--- config.mk ---
export PLATFORM = sky130hd
export DESIGN_NAME = fifo_route_ctrl
export DESIGN_NICKNAME = d
export VERILOG_FILES = /design/src/rtl/fifo_route_ctrl.sv
export SDC_FILE = /design/constraint.sdc
export NUM_CORES = 1
export LEC_CHECK = 0
export ABC_CLOCK_PERIOD_IN_PS = 3100
export CORE_ASPECT_RATIO = 1.2
export CORE_MARGIN = 4
export CORE_UTILIZATION = 65
export CTS_BUF_LIST = sky130_fd_sc_hd__clkbuf_8
export DETAILED_ROUTE_END_ITERATION = 8
export DONT_BUFFER_PORTS = 1
export GPL_TIMING_DRIVEN = 0
export PLACE_DENSITY = 0.91
export SLEW_MARGIN = 25
export SYNTH_ARGS = -nofsm -noshare
export SYNTH_HDL_FRONTEND = slang
export SYNTH_SLANG_ARGS = --single-unit
--- constraint.sdc ---
create_clock -name clk -period 3.1 [get_ports clk]
set_clock_uncertainty 0.1 [all_clocks]
set_input_delay 0.62 -clock clk [delete_from_list [all_inputs] [get_ports clk]]
set_output_delay 0.62 -clock clk [all_outputs]
set_load 0.02 [all_outputs]
--- src/rtl/fifo_route_ctrl.sv ---
// fifo_route_ctrl: pops words from the main FIFO and steers each one to one of
// four output FIFOs selected by the word's top two bits. Tracks the word in
// flight, keeps per-channel delivered-word counters and latches protocol errors.
module fifo_route_ctrl #(
  parameter int DW = 8,
  parameter int CW = 8
) (
  input  logic          clk,
  input  logic          reset,
  input  logic [DW-1:0] up_data,
  input  logic          up_valid,
  input  logic          up_empty,
  output logic          up_pop,
  input  logic [3:0]    down_almost_full,
  output logic [3:0]    down_push,
  output logic [DW-1:0] down_data,
  input  logic [1:0]    cnt_sel,
  output logic [CW-1:0] cnt_out,
  output logic          idle,
  output logic          error
);

  typedef enum logic [1:0] {
    S_IDLE   = 2'd0,
    S_ACTIVE = 2'd1,
    S_PAUSE  = 2'd2,
    S_ERROR  = 2'd3
  } state_t;

  state_t        state_q, state_d;
  logic          inflight_q, inflight_d;
  logic          popped_q, popped_d;
  logic          error_q, error_d;
  logic [3:0]    push_q, push_d;
  logic [DW-1:0] data_q, data_d;
  logic [CW-1:0] cnt_q [4];
  logic [CW-1:0] cnt_d [4];

  logic pause;
  logic proto_err;
  logic accept;

  // Any destination near full stalls new pops; words already popped still land.
  assign pause = |down_almost_full;

  // Upstream answers a pop exactly one cycle later, so valid must mirror last cycle's pop.
  assign proto_err = (state_q != S_ERROR) && (up_valid != popped_q);

  // The IDLE/PAUSE exit conditions and ACTIVE all reduce to "not errored, data, no pause".
  assign up_pop = (state_q != S_ERROR) && !up_empty && !pause;

  // A returned word is accepted only when it answers our own pop.
  assign accept = up_valid && popped_q && (state_q != S_ERROR);

  // Next-state, in-flight tracking, routing and error latch.
  always_comb begin
    state_d    = state_q;
    inflight_d = inflight_q;
    popped_d   = up_pop;
    error_d    = error_q | proto_err;
    push_d     = 4'b0000;
    data_d     = data_q;

    if (up_pop) begin
      inflight_d = 1'b1;
    end else if (up_valid) begin
      inflight_d = 1'b0;
    end

    if (accept) begin
      push_d = 4'b0001 << up_data[DW-1:DW-2];
      data_d = up_data;
    end

    if (proto_err) begin
      state_d = S_ERROR;
    end else begin
      case (state_q)
        S_IDLE: begin
          if (!up_empty && !pause)     state_d = S_ACTIVE;
          else if (!up_empty && pause) state_d = S_PAUSE;
        end
        S_ACTIVE: begin
          if (pause)                         state_d = S_PAUSE;
          else if (up_empty && !inflight_d) state_d = S_IDLE;
        end
        S_PAUSE: begin
          if (!pause && !up_empty)     state_d = S_ACTIVE;
          else if (!pause && up_empty) state_d = S_IDLE;
        end
        default: state_d = S_ERROR;
      endcase
    end
  end

  // Per-channel counters advance on the cycle their push is presented and wrap freely.
  for (genvar gi = 0; gi < 4; gi++) begin : g_cnt
    assign cnt_d[gi] = cnt_q[gi] + {{(CW-1){1'b0}}, push_q[gi]};
  end

  // All state and registered outputs; reset drops any in-flight word.
  always_ff @(posedge clk or negedge reset) begin
    if (!reset) begin
      state_q    <= S_IDLE;
      inflight_q <= 1'b0;
      popped_q   <= 1'b0;
      error_q    <= 1'b0;
      push_q     <= 4'b0000;
      data_q     <= '0;
      for (int i = 0; i < 4; i++) cnt_q[i] <= '0;
    end else begin
      state_q    <= state_d;
      inflight_q <= inflight_d;
      popped_q   <= popped_d;
      error_q    <= error_d;
      push_q     <= push_d;
      data_q     <= data_d;
      for (int i = 0; i < 4; i++) cnt_q[i] <= cnt_d[i];
    end
  end

  assign down_push = push_q;
  assign down_data = data_q;
  assign cnt_out   = cnt_q[cnt_sel];
  assign idle      = (state_q == S_IDLE) && !inflight_q;
  assign error     = error_q;

endmodule

; Word-level counts from Yosys, hierarchy flattened
; Cells that the tools add are included.
; W data, S select, Z words.
[word_totals]
n_memories = 0
rom_bits = 0
mem_bits_rw = 0
regBits = 49
input_bits = 18
out_inout_bits = 23
latchBits = 0
wordCells = 56
[op_classes]
bitwise = 2
n_eq_ne = 7
div = 0
reduce_logical = 17
order_cmp = 1
shift = 1
muxes = 14
mul = 0
addsub = 4
[op_table]
columns = op, n
row1 = $add A8 B1 Y8, 4
row2 = $bmux W8 S2, 1
row3 = $mux W8, 2
row4 = $mux W2, 7
row5 = $ne A4 B4 Y1 const B, 3
row6 = $logic_and A1 B1 Y1, 10
row7 = $pmux W2 S3, 1
row8 = $logic_not A1 Y1, 4
row9 = $mux W4, 1
row10 = $reduce_or A4 Y1, 1
row11 = $shl A1 B2 Y4 const A, 1
row12 = $ge A3 B3 Y1 const B, 1
row13 = $not A2 Y3, 1
row14 = $reduce_and A3 Y1, 1
row15 = $eq A2 B1 Y1 const B, 1
row16 = $eq A2 B2 Y1 const B, 1
row17 = $logic_not A2 Y1, 1
row18 = $mux W1, 2
row19 = $ne A2 B2 Y1 const B, 1
row20 = $ne A1 B1 Y1, 1
row21 = $or A1 B1 Y1, 1

; Longest topological paths before layout
[depth]
depth_word = 10
ltp_mapped = 5
mapped_depth_nobuf = 5

; Worst setup path before layout
; OpenSTA, ideal clock, no wires.
[synth_path]
path_type = input -> output
start = input port down_almost_full[1]
end = output port up_pop
arrival_ns = 1.500
path_stages = 2
required_ns = 2.380
slack_ns = 0.880
path_buffers = 0
path_cell_list = or4_4 -> nor3b_4
[synth_via]
elab_chain_cells = 3
[synth_lines]
columns = item, line_no
row1 = start: declaration, 14  ; input logic [3:0] down_almost_full,
row2 = $reduce_or A4 Y1, 44  ; assign pause = |down_almost_full;
row3 = $logic_not A1 Y1, 50  ; assign up_pop = (state_q != S_ERROR) && !up_empty && !pause;
row4 = $logic_and A1 B1 Y1, 50
row5 = end: declaration, 13  ; output logic up_pop,
; No other way between the ends.

; Worst setup path after layout
; Ends and elaborated chain as after synthesis.

==> summary.txt <==
Status
  • Outcome: completed

Routing
  • ANT nets after route: 0
  • Routed vias/inst: between 6 and 7
  • WL final: 3.61 mm
  • DRC viols: 0
  • Avg WL per Cell: approximately 18 um
  • Initial DRC Count: 65
  • Drt pass-1 iters: 4
  • Via count: ~1,200

CTS
  • CTS tree: yes
  • CTS sink cnt: 49
  • Post_cts resized: 0
  • Skew-Pair Late Insertion Delay: roughly 0.29 ns
  • Post-CTS Setup Inserts: 0
  • Clock transition at the registers of the reported paths: around 0.080 ns
  • CTS Buf Count: 5
  • Max Root-Sink Buffers: 2
  • CTS root buf: clkbuf_8
  • H-tree depth: 2

Setup path
  • WP depth: 2
  • Crit-path cells: or4_4, nor3b_4
  • CP delay by family, top: simple AND/OR/NAND/NOR gates
  • CP arrival: about 1.5 ns
  • Crit path launch type: input pin
  • Worst path bufs/invs: 0
  • WP data required: between 2 and 2.5 ns
  • CP Class: input pin to output pin
  • CP max-delay cell: or4_4
  • CP Capture Type: output pin
  • R2R depth: 5
  • Crit-path max FO: 5
  • CP max stage delay: about 0.56 ns

Die
  • Row Count: 22
  • Core Region: around 0.0031 mm^2
  • Die Span Y: just over 70 um
  • DIE WIDTH: 60.1 um
  • I/O pins: 41
  • Die Area: 0.00424 mm^2
  • Starting Density: between 60% and 70%

Finish
  • Nets@finish: ~190
  • Post-layout util: 73.1%
  • Area of the multi-input gates: between 800 and 900 um^2
  • Fill count: 200
  • Syn-to-layout area delta: 7.20%
  • Reg area: roughly 0.0012 mm^2
  • # diodes: 0
  • Share of cells above drive strength 1: 16.0%

Job
  • Max-cap violations: 0

Global route
  • First-pass GRT wire length: 6.42 mm
  • Congestion Overflow GR: 0
  • Largest net degree at the start of global routing: 50
  • Total GRT Usage: about a fifth
  • Number of global-route vias before repair: roughly 1,400
  • Initial antenna violation count: 0

Synthesis
  • Mapped cell area: ~0.0021 mm^2
  • Syn Inst Count: between 150 and 200
  • Synthesized Nets: 180
  • Syn Area/Cell: 13.9 um^2
  • Sequential area share after synthesis: 57.8%
  • Synth warn: 0
  • Cell variety after synth: 22
  • FF+latch count, synth: a little under 50

Place
  • Port Buffers: 0
  • Dpl ws: around 0.84 ns
  • Placer Congestion: roughly 0.85
  • Post-detail-place hpwl: between 2 and 3 mm

Timing
  • Peak Freq: roughly 0.44 GHz
  • Slew Limit Headroom: 57.1%
  • Setup_tns: 0 ns
  • Final min period: approximately 2.3 ns
  • Slew @ Worst Pin: ~0.64 ns
  • RSZ-0062 raised after global routing: no
  • Slew Limit Fails: 0
  • Setup ws final: ~0.85 ns
  • Final setup vio count: 0
  • Final hold vios: 0
  • Crit share post-route: between 70% and 80%

Power
  • Combinational power share: 2.9%
  • Leakage: roughly 1.2 nW
  • Clock share of power: about 33%
  • Psw: between 0.2 and 0.25 mW
  • Internal power: 0.801 mW
  • Maximum VDD drop: between 0.0003 and 0.0004 V
  • Power Dens Cells: about 440 mW/mm^2
  • Sw Share: between 20% and 30%
  • Sequential power share: between 60 and 70%

Worst hold path
  • HP Class: input pin to async pin
==> kinds of logic after synthesis <==
family          count (synthesis)  share of synthesized area (%)
flops                          49                           57.8
simple gates                   44                           11.6
xor+xnor                       24                           9.91
mux                            15                           12.2
fa+ha+maj                       9                           5.31
compound gates                  7                           2.18
buf+inv                         5                           1.00
==> power groups by stage <==
| stage | Combinational, mW | Clock (mW) | Sequential, mW |
|---|---|---|---|
| floorplan | 0.0125 | 0 | 0.656 |
| global placement | 0.0137 | 0 | 0.656 |
| detailed placement | 0.0144 | 0 | 0.656 |
| CTS | 0.0300 | 0.344 | 0.643 |
| global route | 0.0332 | 0.369 | 0.643 |
| finish | 0.0291 | 0.333 | 0.643 |
==> cell usage after synthesis <==
cell type	count	share of area, %
a21oi_1	1	0.24
nand3b_1	1	0.35
dfrtp_1	49	58
nand3_1	18	4.2
nor2_1	4	0.71
xnor2_1	17	7.0
nor3_1	4	0.94
inv_1	3	0.53
nor3b_4	1	0.89
or3_1	1	0.30
ha_1	9	5.3
or4_4	1	0.53
nand2_1	5	0.89
xor2_1	7	2.9
mux4_2	8	8.5
o21ai_0	3	0.71
and3_1	8	2.4
a21boi_2	1	0.53
mux2_2	7	3.7
nor3b_1	1	0.35
buf_2	2	0.47
a21o_1	2	0.71
==> final timing paths <==
kind	start	to	slack, ns
max reg2reg	down_push[1]	cnt_q[22]	1.55
max	down_almost_full[1]	up_pop	0.85
min	reset	cnt_q[24]	0.07
min in group clk	up_data[7]	down_push[1]	0.29
max in group asynchronous	reset	down_data[1]	2.62
min reg2reg	cnt_q[23]	cnt_q[23]	0.37
==> timing repair <==
action / in CTS / in global routing
hold endpoints to repair: 49 / 0
setup endpoints to repair: 0 / 0
hold buffers: 1 / 0
==> sequential cells by signal, indices dropped and copies added (netlist names) <==
signal      cells
down_push       4
cnt_q          32
down_data       8
state_q         2
inflight_q      1
error           1
popped_q        1
==> layout by cell type, fill, tap and decap left out, drive strengths merged <==
| cell | netlist | final |
|---|---|---|
| a21oi | 1 | 1 |
| nor3b | 2 | 2 |
| a21boi | 1 | 1 |
| buf | 2 | 3 |
| nor2 | 4 | 4 |
| nand2 | 5 | 5 |
| mux2 | 7 | 7 |
| ha | 9 | 9 |
| dfrtp | 49 | 49 |
| or3 | 1 | 1 |
| xor2 | 7 | 7 |
| or4 | 1 | 1 |
| nor3 | 4 | 4 |
| mux4 | 8 | 8 |
| and3 | 8 | 8 |
| clkbuf | 0 | 5 |
| xnor2 | 17 | 17 |
| o21ai | 3 | 3 |
| a21o | 2 | 2 |
| inv | 3 | 6 |
| nand3 | 18 | 18 |
| nand3b | 1 | 1 |
==> layout make-up <==
class / instances / share of cell area [%]
Buffer: 2 / 0.440
Clock buffer: 5 / 3.03
Clock inverter: 3 / 0.495
Inverter: 3 / 0.495
Multi-Input combinational cell: 99 / 38.4
Sequential cell: 49 / 53.9
Tap cell: 36 / 1.98
Timing Repair Buffer: 1 / 1.21
==> per-layer routing <==
| layer | global-route usage [%] | wire (um) | vias to the layer above |
|---|---|---|---|
| li1 | - | - | 566 |
| met5 | 0 | 0 | - |
| met4 | 6.90 | 53 | 0 |
| met2 | 32.8 | 1800 | 54 |
| met3 | 8.76 | 383 | 6 |
| met1 | 23.8 | 1370 | 595 |
==> stage by stage <==
stage               std cells  instance area [um^2]  hold slack [ns]  power, mW
floorplan                 153                  2120            0.224      0.668
global placement          189                  2170            0.226      0.670
detailed placement        189                  2170            0.225      0.670
CTS                       198                  2270           0.0659       1.02
global route              198                  2270           0.0728       1.05
finish                    198                  2270           0.0672       1.00
Note: power is estimated with default switching activity, not from simulation.
